--- src/rtl/pe_pipe_pkg.sv ---
// Shared widths, control bundle and sizing helper for the PE I/O retiming harness.
package pe_pipe_pkg;

  localparam int unsigned DEF_A_W     = 8;
  localparam int unsigned DEF_B_W     = 19;
  localparam int unsigned DEF_D_W     = 71;
  localparam int unsigned DEF_C_W     = 71;
  localparam int unsigned DEF_SHIFT_W = 5;

  typedef struct packed {
    logic                   valid;
    logic [DEF_SHIFT_W-1:0] shift;
    logic                   propagate;
  } ctrl_t;

  // Bits needed to count 0..stages set valid bits.
  function automatic int unsigned occ_w(input int unsigned stages);
    return (stages < 1) ? 1 : $clog2(stages + 1);
  endfunction

endpackage

--- src/rtl/pe_pipe_stage.sv ---
// One retiming register stage: a valid bit plus a flat data/control payload.
module pe_pipe_stage #(
  parameter int unsigned W            = 8,
  parameter bit          HOLD_INVALID = 1'b1
) (
  input  logic         clk,
  input  logic         rst_n,
  input  logic         en_i,
  input  logic         flush_i,
  input  logic         valid_i,
  input  logic [W-1:0] data_i,
  output logic         valid_o,
  output logic [W-1:0] data_o
);

  logic         valid_q, valid_d;
  logic [W-1:0] data_q, data_d;

  always_comb begin
    // NOTE: every output of this block is given a hold value first, so no path can infer a latch.
    valid_d = valid_q;
    data_d  = data_q;
    if (en_i) begin
      valid_d = valid_i;
      // Flush clears only the valid bit; the payload is left as it was.
      if (!flush_i && (valid_i || !HOLD_INVALID)) data_d = data_i;
    end
    if (flush_i) valid_d = 1'b0;
  end

  always_ff @(posedge clk or negedge rst_n) begin
    // NOTE: state updates use non-blocking assignments so all stages sample the old values together.
    if (!rst_n) begin
      valid_q <= 1'b0;
      data_q  <= '0;
    end else begin
      valid_q <= valid_d;
      data_q  <= data_d;
    end
  end

  assign valid_o = valid_q;
  assign data_o  = data_q;

endmodule

--- src/rtl/pe_io_pipe.sv ---
// Configurable input/output retiming around one mesh PE, with stall, flush,
// occupancy and a saturating output-token counter. No arithmetic lives here.
module pe_io_pipe
  import pe_pipe_pkg::*;
#(
  parameter int unsigned A_W          = DEF_A_W,
  parameter int unsigned B_W          = DEF_B_W,
  parameter int unsigned D_W          = DEF_D_W,
  parameter int unsigned C_W          = DEF_C_W,
  parameter int unsigned SHIFT_W      = DEF_SHIFT_W,
  parameter int unsigned IN_STAGES    = 1,
  parameter int unsigned OUT_STAGES   = 1,
  parameter bit          HOLD_INVALID = 1'b1,
  parameter int unsigned PERF_W       = 32
) (
  input  logic                                         CLK,
  input  logic                                         RST,
  input  logic                                         en,
  input  logic                                         flush,
  input  logic                                         cnt_clr,
  input  logic [A_W-1:0]                               in_a,
  input  logic [B_W-1:0]                               in_b,
  input  logic [D_W-1:0]                               in_d,
  input  logic                                         in_valid,
  input  logic [SHIFT_W-1:0]                           in_shift,
  input  logic                                         in_propagate,
  output logic [A_W-1:0]                               pe_in_a,
  output logic [B_W-1:0]                               pe_in_b,
  output logic [D_W-1:0]                               pe_in_d,
  output logic                                         pe_in_valid,
  output logic [SHIFT_W-1:0]                           pe_in_shift,
  output logic                                         pe_in_propagate,
  input  logic [A_W-1:0]                               pe_out_a,
  input  logic [B_W-1:0]                               pe_out_b,
  input  logic [C_W-1:0]                               pe_out_c,
  input  logic                                         pe_out_valid,
  input  logic [SHIFT_W-1:0]                           pe_out_shift,
  input  logic                                         pe_out_propagate,
  output logic [A_W-1:0]                               out_a,
  output logic [B_W-1:0]                               out_b,
  output logic [C_W-1:0]                               out_c,
  output logic                                         out_valid,
  output logic [SHIFT_W-1:0]                           out_shift,
  output logic                                         out_propagate,
  output logic [occ_w(IN_STAGES+OUT_STAGES)-1:0]       occupancy,
  output logic [PERF_W-1:0]                            perf_cnt
);

  localparam int unsigned IN_W  = A_W + B_W + D_W + SHIFT_W + 1;
  localparam int unsigned OUT_W = A_W + B_W + C_W + SHIFT_W + 1;
  localparam int unsigned OCC_W = occ_w(IN_STAGES + OUT_STAGES);

  // Index 0 is the chain input; index N is the last stage register.
  logic [IN_STAGES:0]  in_vld;
  logic [IN_W-1:0]     in_dat  [IN_STAGES+1];
  logic [OUT_STAGES:0] out_vld;
  logic [OUT_W-1:0]    out_dat [OUT_STAGES+1];

  assign in_vld[0]  = in_valid;
  assign in_dat[0]  = {in_a, in_b, in_d, in_shift, in_propagate};
  assign out_vld[0] = pe_out_valid;
  assign out_dat[0] = {pe_out_a, pe_out_b, pe_out_c, pe_out_shift, pe_out_propagate};

  for (genvar i = 0; i < IN_STAGES; i++) begin : g_in
    pe_pipe_stage #(.W(IN_W), .HOLD_INVALID(HOLD_INVALID)) u_stage (
      .clk(CLK), .rst_n(RST), .en_i(en), .flush_i(flush),
      .valid_i(in_vld[i]),   .data_i(in_dat[i]),
      .valid_o(in_vld[i+1]), .data_o(in_dat[i+1])
    );
  end

  for (genvar i = 0; i < OUT_STAGES; i++) begin : g_out
    pe_pipe_stage #(.W(OUT_W), .HOLD_INVALID(HOLD_INVALID)) u_stage (
      .clk(CLK), .rst_n(RST), .en_i(en), .flush_i(flush),
      .valid_i(out_vld[i]),   .data_i(out_dat[i]),
      .valid_o(out_vld[i+1]), .data_o(out_dat[i+1])
    );
  end

  assign {pe_in_a, pe_in_b, pe_in_d, pe_in_shift, pe_in_propagate} = in_dat[IN_STAGES];
  assign pe_in_valid = in_vld[IN_STAGES];
  assign {out_a, out_b, out_c, out_shift, out_propagate} = out_dat[OUT_STAGES];
  assign out_valid   = out_vld[OUT_STAGES];

  assign occupancy = OCC_W'($countones({in_vld[IN_STAGES:1], out_vld[OUT_STAGES:1]}));

  logic [PERF_W-1:0] perf_q, perf_d;

  // Clear beats increment; the count sticks at all-ones instead of wrapping.
  always_comb begin
    perf_d = perf_q;
    if (cnt_clr)                                perf_d = '0;
    else if (en && out_valid && (perf_q != '1)) perf_d = perf_q + 1'b1;
  end

  always_ff @(posedge CLK or negedge RST) begin
    if (!RST) perf_q <= '0;
    else      perf_q <= perf_d;
  end

  assign perf_cnt = perf_q;

endmodule

--- config.mk ---
export PLATFORM = sky130hd
export DESIGN_NAME = pe_io_pipe
export DESIGN_NICKNAME = d
export VERILOG_FILES = /design/src/rtl/pe_pipe_pkg.sv /design/src/rtl/pe_pipe_stage.sv /design/src/rtl/pe_io_pipe.sv
export SDC_FILE = /design/constraint.sdc
export NUM_CORES = 1
export LEC_CHECK = 0
export ABC_AREA = 1
export CAP_MARGIN = 20
export CORE_AREA = 2 2 177 179
export CTS_CLUSTER_SIZE = 20
export DETAILED_ROUTE_END_ITERATION = 8
export DIE_AREA = 0 0 179 181
export PLACE_DENSITY_LB_ADDON = 0.1
export SYNTH_ARGS = -nofsm -noshare
export SYNTH_HDL_FRONTEND = slang
export SYNTH_SLANG_ARGS = --single-unit
--- constraint.sdc ---
create_clock -name CLK -period 1.6 [get_ports CLK]
set_input_delay 0.32 -clock CLK [delete_from_list [all_inputs] [get_ports CLK]]
set_output_delay 0.32 -clock CLK [all_outputs]
set_load 0.05 [all_outputs]
After elaboration in Yosys (flattened, before gate mapping)
Cells that the tools add are included.
{"block": "word_totals", "ff_bits": 242, "out_inout_bits": 244}
{"block": "op_classes", "muxes": 6, "n_addsub": 2, "n_eq_ne": 1, "n_reduce_logical": 9}
{"cell": "32-bit 2-to-1 mux", "count": 2}
{"cell": "32-bit by 1-bit adder with 32-bit output (second input constant)", "count": 1}
{"cell": "32-bit != test (second input constant)", "count": 1}
{"cell": "1-bit logical AND", "count": 4}
{"cell": "1-bit 2-to-1 mux", "count": 4}
{"cell": "2-bit AND reduction", "count": 2}
{"cell": "2-bit nonzero test", "count": 2}
{"cell": "1-bit by 1-bit adder with 2-bit output", "count": 1}
{"cell": "1-bit zero test", "count": 1}

Depth between registers and ports, before layout
{"block": "depth", "depth_word": 4, "mapped_depth": 13}

Modules after synthesis
A second synthesis with hierarchy kept.
{"block": "unflattened", "cells_unflattened": 1284, "hier_area_um2": 10895.4}
{"mod": "pe_pipe_stage", "instances": 2, "seq_area_each_um2": 2627.5, "area_each_um2": 4319.1, "cells_each": 467}
{"mod": "pe_io_pipe", "instances": 1, "seq_area_each_um2": 800.8, "area_each_um2": 2257.2, "cells_each": 350}

Worst setup path after synthesis
Ideal clock, no wire load.
{"block": "synth_timing", "path_type": "register to register", "start": "register perf_q[1], in the netlist perf_cnt[1]", "end": "register perf_q[7], in the netlist perf_cnt[7]", "stages_incl_launch_ff": 14, "setup_slack_ns": -0.466, "period_less_slack_ns": 2.066, "arrival_ns": 2.000, "t_required_ns": 1.534, "setup_ns": 0.066, "path_cell_list": "dfrtp_1 ha_1 nand2_1 nor2_4 nand2_4 nor2_8 nand2_2 nand2_2 nand2_4 inv_2 buf_6 buf_6 nand2_1 nand2_1"}
{"block": "synth_between", "elab_chain_cells": 3}
{"element": "from (decl)", "line": "pe_io_pipe.sv:87", "source": "logic [PERF_W-1:0] perf_q, perf_d;"}
{"element": "from (signal assigned)", "line": "pe_io_pipe.sv:98", "source": "else perf_q <= perf_d;"}
{"element": "32-bit by 1-bit adder with 32-bit output / 32-bit != test (equally long branches)", "line": "pe_io_pipe.sv:93", "source": "else if (en && out_valid && (perf_q != '1)) perf_d = perf_q + 1'b1;"}
{"element": "32-bit 2-to-1 mux / 1-bit logical AND (equally long branches)", "line": "pe_io_pipe.sv:93"}
{"element": "32-bit 2-to-1 mux / 2-bit nonzero test (equally long branches)"}
Parallel ways exist; a longest one is shown, timed or not. The select of a mux whose other input is x is not followed.
A chain may end at the register's enable or synchronous reset.

Worst setup path in the final report
{"block": "layout_timing", "start": "register g_in[0].u_stage.valid_q", "end": "output occupancy[0]"}
{"block": "layout_between", "elab_chain_cells": 1}
{"element": "from (decl)", "line": "pe_pipe_stage.sv:16", "source": "logic valid_q, valid_d;"}
{"element": "from (signal assigned)", "line": "pe_pipe_stage.sv:37", "source": "valid_q <= valid_d;"}
{"element": "1-bit by 1-bit adder with 2-bit output (implied by the code)", "line": "pe_io_pipe.sv:85", "source": "assign occupancy = OCC_W'($countones({in_vld[IN_STAGES:1], out_vld[OUT_STAGES:1]}));"}
{"element": "to (decl)", "line": "pe_io_pipe.sv:45", "source": "output logic [occ_w(IN_STAGES+OUT_STAGES)-1:0] occupancy,"}
No other way between the ends.

==> impl_metrics.toml <==
[yosys]
synth_nets = 1018
ys_types = 25
ys_seq_elements = 242
syn_area_mm2 = 0.00996
synth_top_area_cell = "dfrtp_1"
syn_inst = 801
yosysTopAreaCellShare_pct = 60.8
yosysWarnings = 0
yosys-top-cells-area = "dfrtp_1, mux2_2, nand2_1"
yosysSeqAreaShare_pct = 60.8
avgSynthCellArea_um2 = 12.4

[placed_design]
dp_cells = 1696
post-dp-hpwl_mm = 25.7
numPortBuffers = 458
gp_routability_congestion = 0.833

[floorplanning]
die_w_um = 179
die_y_um = 181
ioPinCount = 459
die_area_mm2 = 0.0324
core_mm2 = 0.0303
initial_core_util_pct = 32.8
std_cell_rows = 64

[worst_setup_path]
worst_ep_arrival_time_ps = 1370
regToRegEndpoint = "perf_cnt[13]"
cp_max_fo = 2
worstSetupPathType = "flop to output pin"
cp-startpoint = "g_in[0].u_stage.valid_o"
ff2ff_setup_slack_ps = -60
r2r_start = "perf_cnt[1]"
r2r_cells = 12
crit_path_end_kind = "output pin"
start_kind = "flop"
required_ps = 1280

[layout]
area_growth_pct = 74.3
multi_input_area_mm2 = 0.00392
fillerInstances = 2576
register_area_mm2 = 0.00608
drive_gt1_share_pct = 49.1
mostFrequentLayoutCells = "dfrtp_1, clkdlybuf4s50_1, buf_4"
final_cells = 1763
final_common_cell = "dfrtp_1"
fin_nets = 1561

[global_routing]
grt_pass1_wl_mm = 49.9
grt_max_degree = 53
antenna_found_initial = 3
grtUsageTotal_pct = 20.2
grt_pass1_vias = 8459
grt-ovfl-total = 0

[clock_tree]
clk_pin_slew_ps = 60
clk_latency_ps = 540
clkSinkCount = 242
clockRootBuffer = "clkbuf_16"
cts-htree-levels = 1
tritoncts = "built"
cts_buffers = 28
cts_buffer_depth = 3

[run]
max_cap_violations = 0

[detailed_routing]
routed_wl_mm = 34.0
detail-route-antenna-nets = 0
drtIter0Drc = 327
drc = 0
post_drt_wl_per_cell_um = 19.3
drt_first_pass_iters = 4
num_vias = 8090
viasPerCell = 4.59

[power_and_ir_drop]
power_density_mw_per_mm2 = 1270
vdd_drop_max_v = 0.000826
p_leak_nw = 7.87

[timing]
setup_viol = 32
fin_worst_hold_slack_ps = 238
period_share_pct = 106
tns_ps = -854
worst_slew_pin_slew_ps = 321
layout_min_cycle_time_ps = 1690
max_freq_mhz = 592
finalHoldViolations = 0
setup_ws_ps = -89.1
grt_setup_unrepaired = "true"
fin_worst_skew_ps = 13.2
relSlewSlack_pct = 78.6
slew_viol_final = 0

[run_status]
status = "finished with violations"
violations = "setup timing"

[worst_hold_path]
hp-class = "input port to async pin"
sequential cells by signal, summed over array words and instances, names as in the netlist:
register and cells:
g_out.u_stage.data_o 104, g_out.u_stage.valid_o 1, g_in.u_stage.valid_o 1, g_in.u_stage.data_o 104, perf_cnt 32
worst max-delay path by stage:
stage,to,slack [ps],cells after the start
final,occupancy[0],-90,2
after global routing,perf_cnt[13],-160,12
after CTS,occupancy[0],-130,2
after detailed placement,g_out[0].u_stage.data_o[27],-280,4
after global placement,g_out[0].u_stage.data_o[94],-240,4
after floorplan,perf_cnt[1],-230,13
final cells by class:
type	instances	area share (%)
clock inverters	8	0.598
multi-input cells	496	22.6
well taps	396	2.85
diodes	2	0.0288
repair buffers	544	33.5
flip-flops and latches	242	35.0
inverters	32	0.764
clock buffers	43	4.59
worst max-delay path, cell delays in order, from the launching register on:
cell     delay [ps]
dfrtp_1         410
ha_4            290
buf_12          120
report_power, final:
group	internal (mW)	leakage, nW	switching (mW)	total (mW)
registers	7.13	2.90	0.622	7.75
clock network	3.74	0.438	2.57	6.31
logic	3.03	4.53	4.92	7.95
metal layers:
metal	wire, um	vias up	GRT usage, %
li1	-	3755	-
met5	12	-	0
met2	18100	294	36.3
met4	752	2	5.20
met1	12000	3989	22.4
met3	3180	50	7.37
Yosys cell counts:
cell	count
nand3_1	30
inv_2	1
nand2_2	3
a21oi_1	6
clkbuf_1	5
dfrtp_1	242
buf_6	2
o21ai_0	7
nor2_8	1
nor2_1	58
nand4_1	9
xnor2_1	3
buf_1	12
xor2_1	6
nand2_1	152
o21bai_1	2
mux2_2	208
ha_1	2
inv_1	31
nor2_2	3
nor2_4	2
nand2_4	2
or2_2	1
and2_1	1
buf_2	12
per-stage QoR:
step / instance area [um^2] / power [mW] / utilization, % / setup slack [ps]
after detailed placement: 15900 / 15.7 / 52.3 / -275
after CTS: 16800 / 22.2 / 55.5 / -130
after floorplan: 10000 / 12.3 / - / -225
final: 17400 / 22.0 / 57.2 / -89.1
after global routing: 17400 / 22.9 / 57.2 / -160
after global placement: 15900 / 15.7 / 52.3 / -238
kinds of logic (layout without fill, tap and decap cells):
| family | Yosys count | after routing | synth area share (%) |
|---|---|---|---|
| buffers and inverters | 63 | 627 | 2.68 |
| and+or+nand+nor | 262 | 262 | 11.1 |
| DFF | 242 | 242 | 60.8 |
| AOI/OAI and AO/OA | 15 | 15 | 0.804 |
| muxes | 208 | 208 | 23.5 |
| xor gates and xnor gates | 9 | 9 | 0.792 |
| other | 0 | 2 | 0 |
| adders and majority gates | 2 | 2 | 0.251 |
timing repair:
item,4_1_cts,5_1_grt
cloned,0,7
hold endpoints to repair,217,0
gates resized for setup,8,105
setup endpoints to repair,16,58
pin swaps,3,28
buffers inserted,3,5
hold buffers,1,0
(Power assumes the default switching activity.)
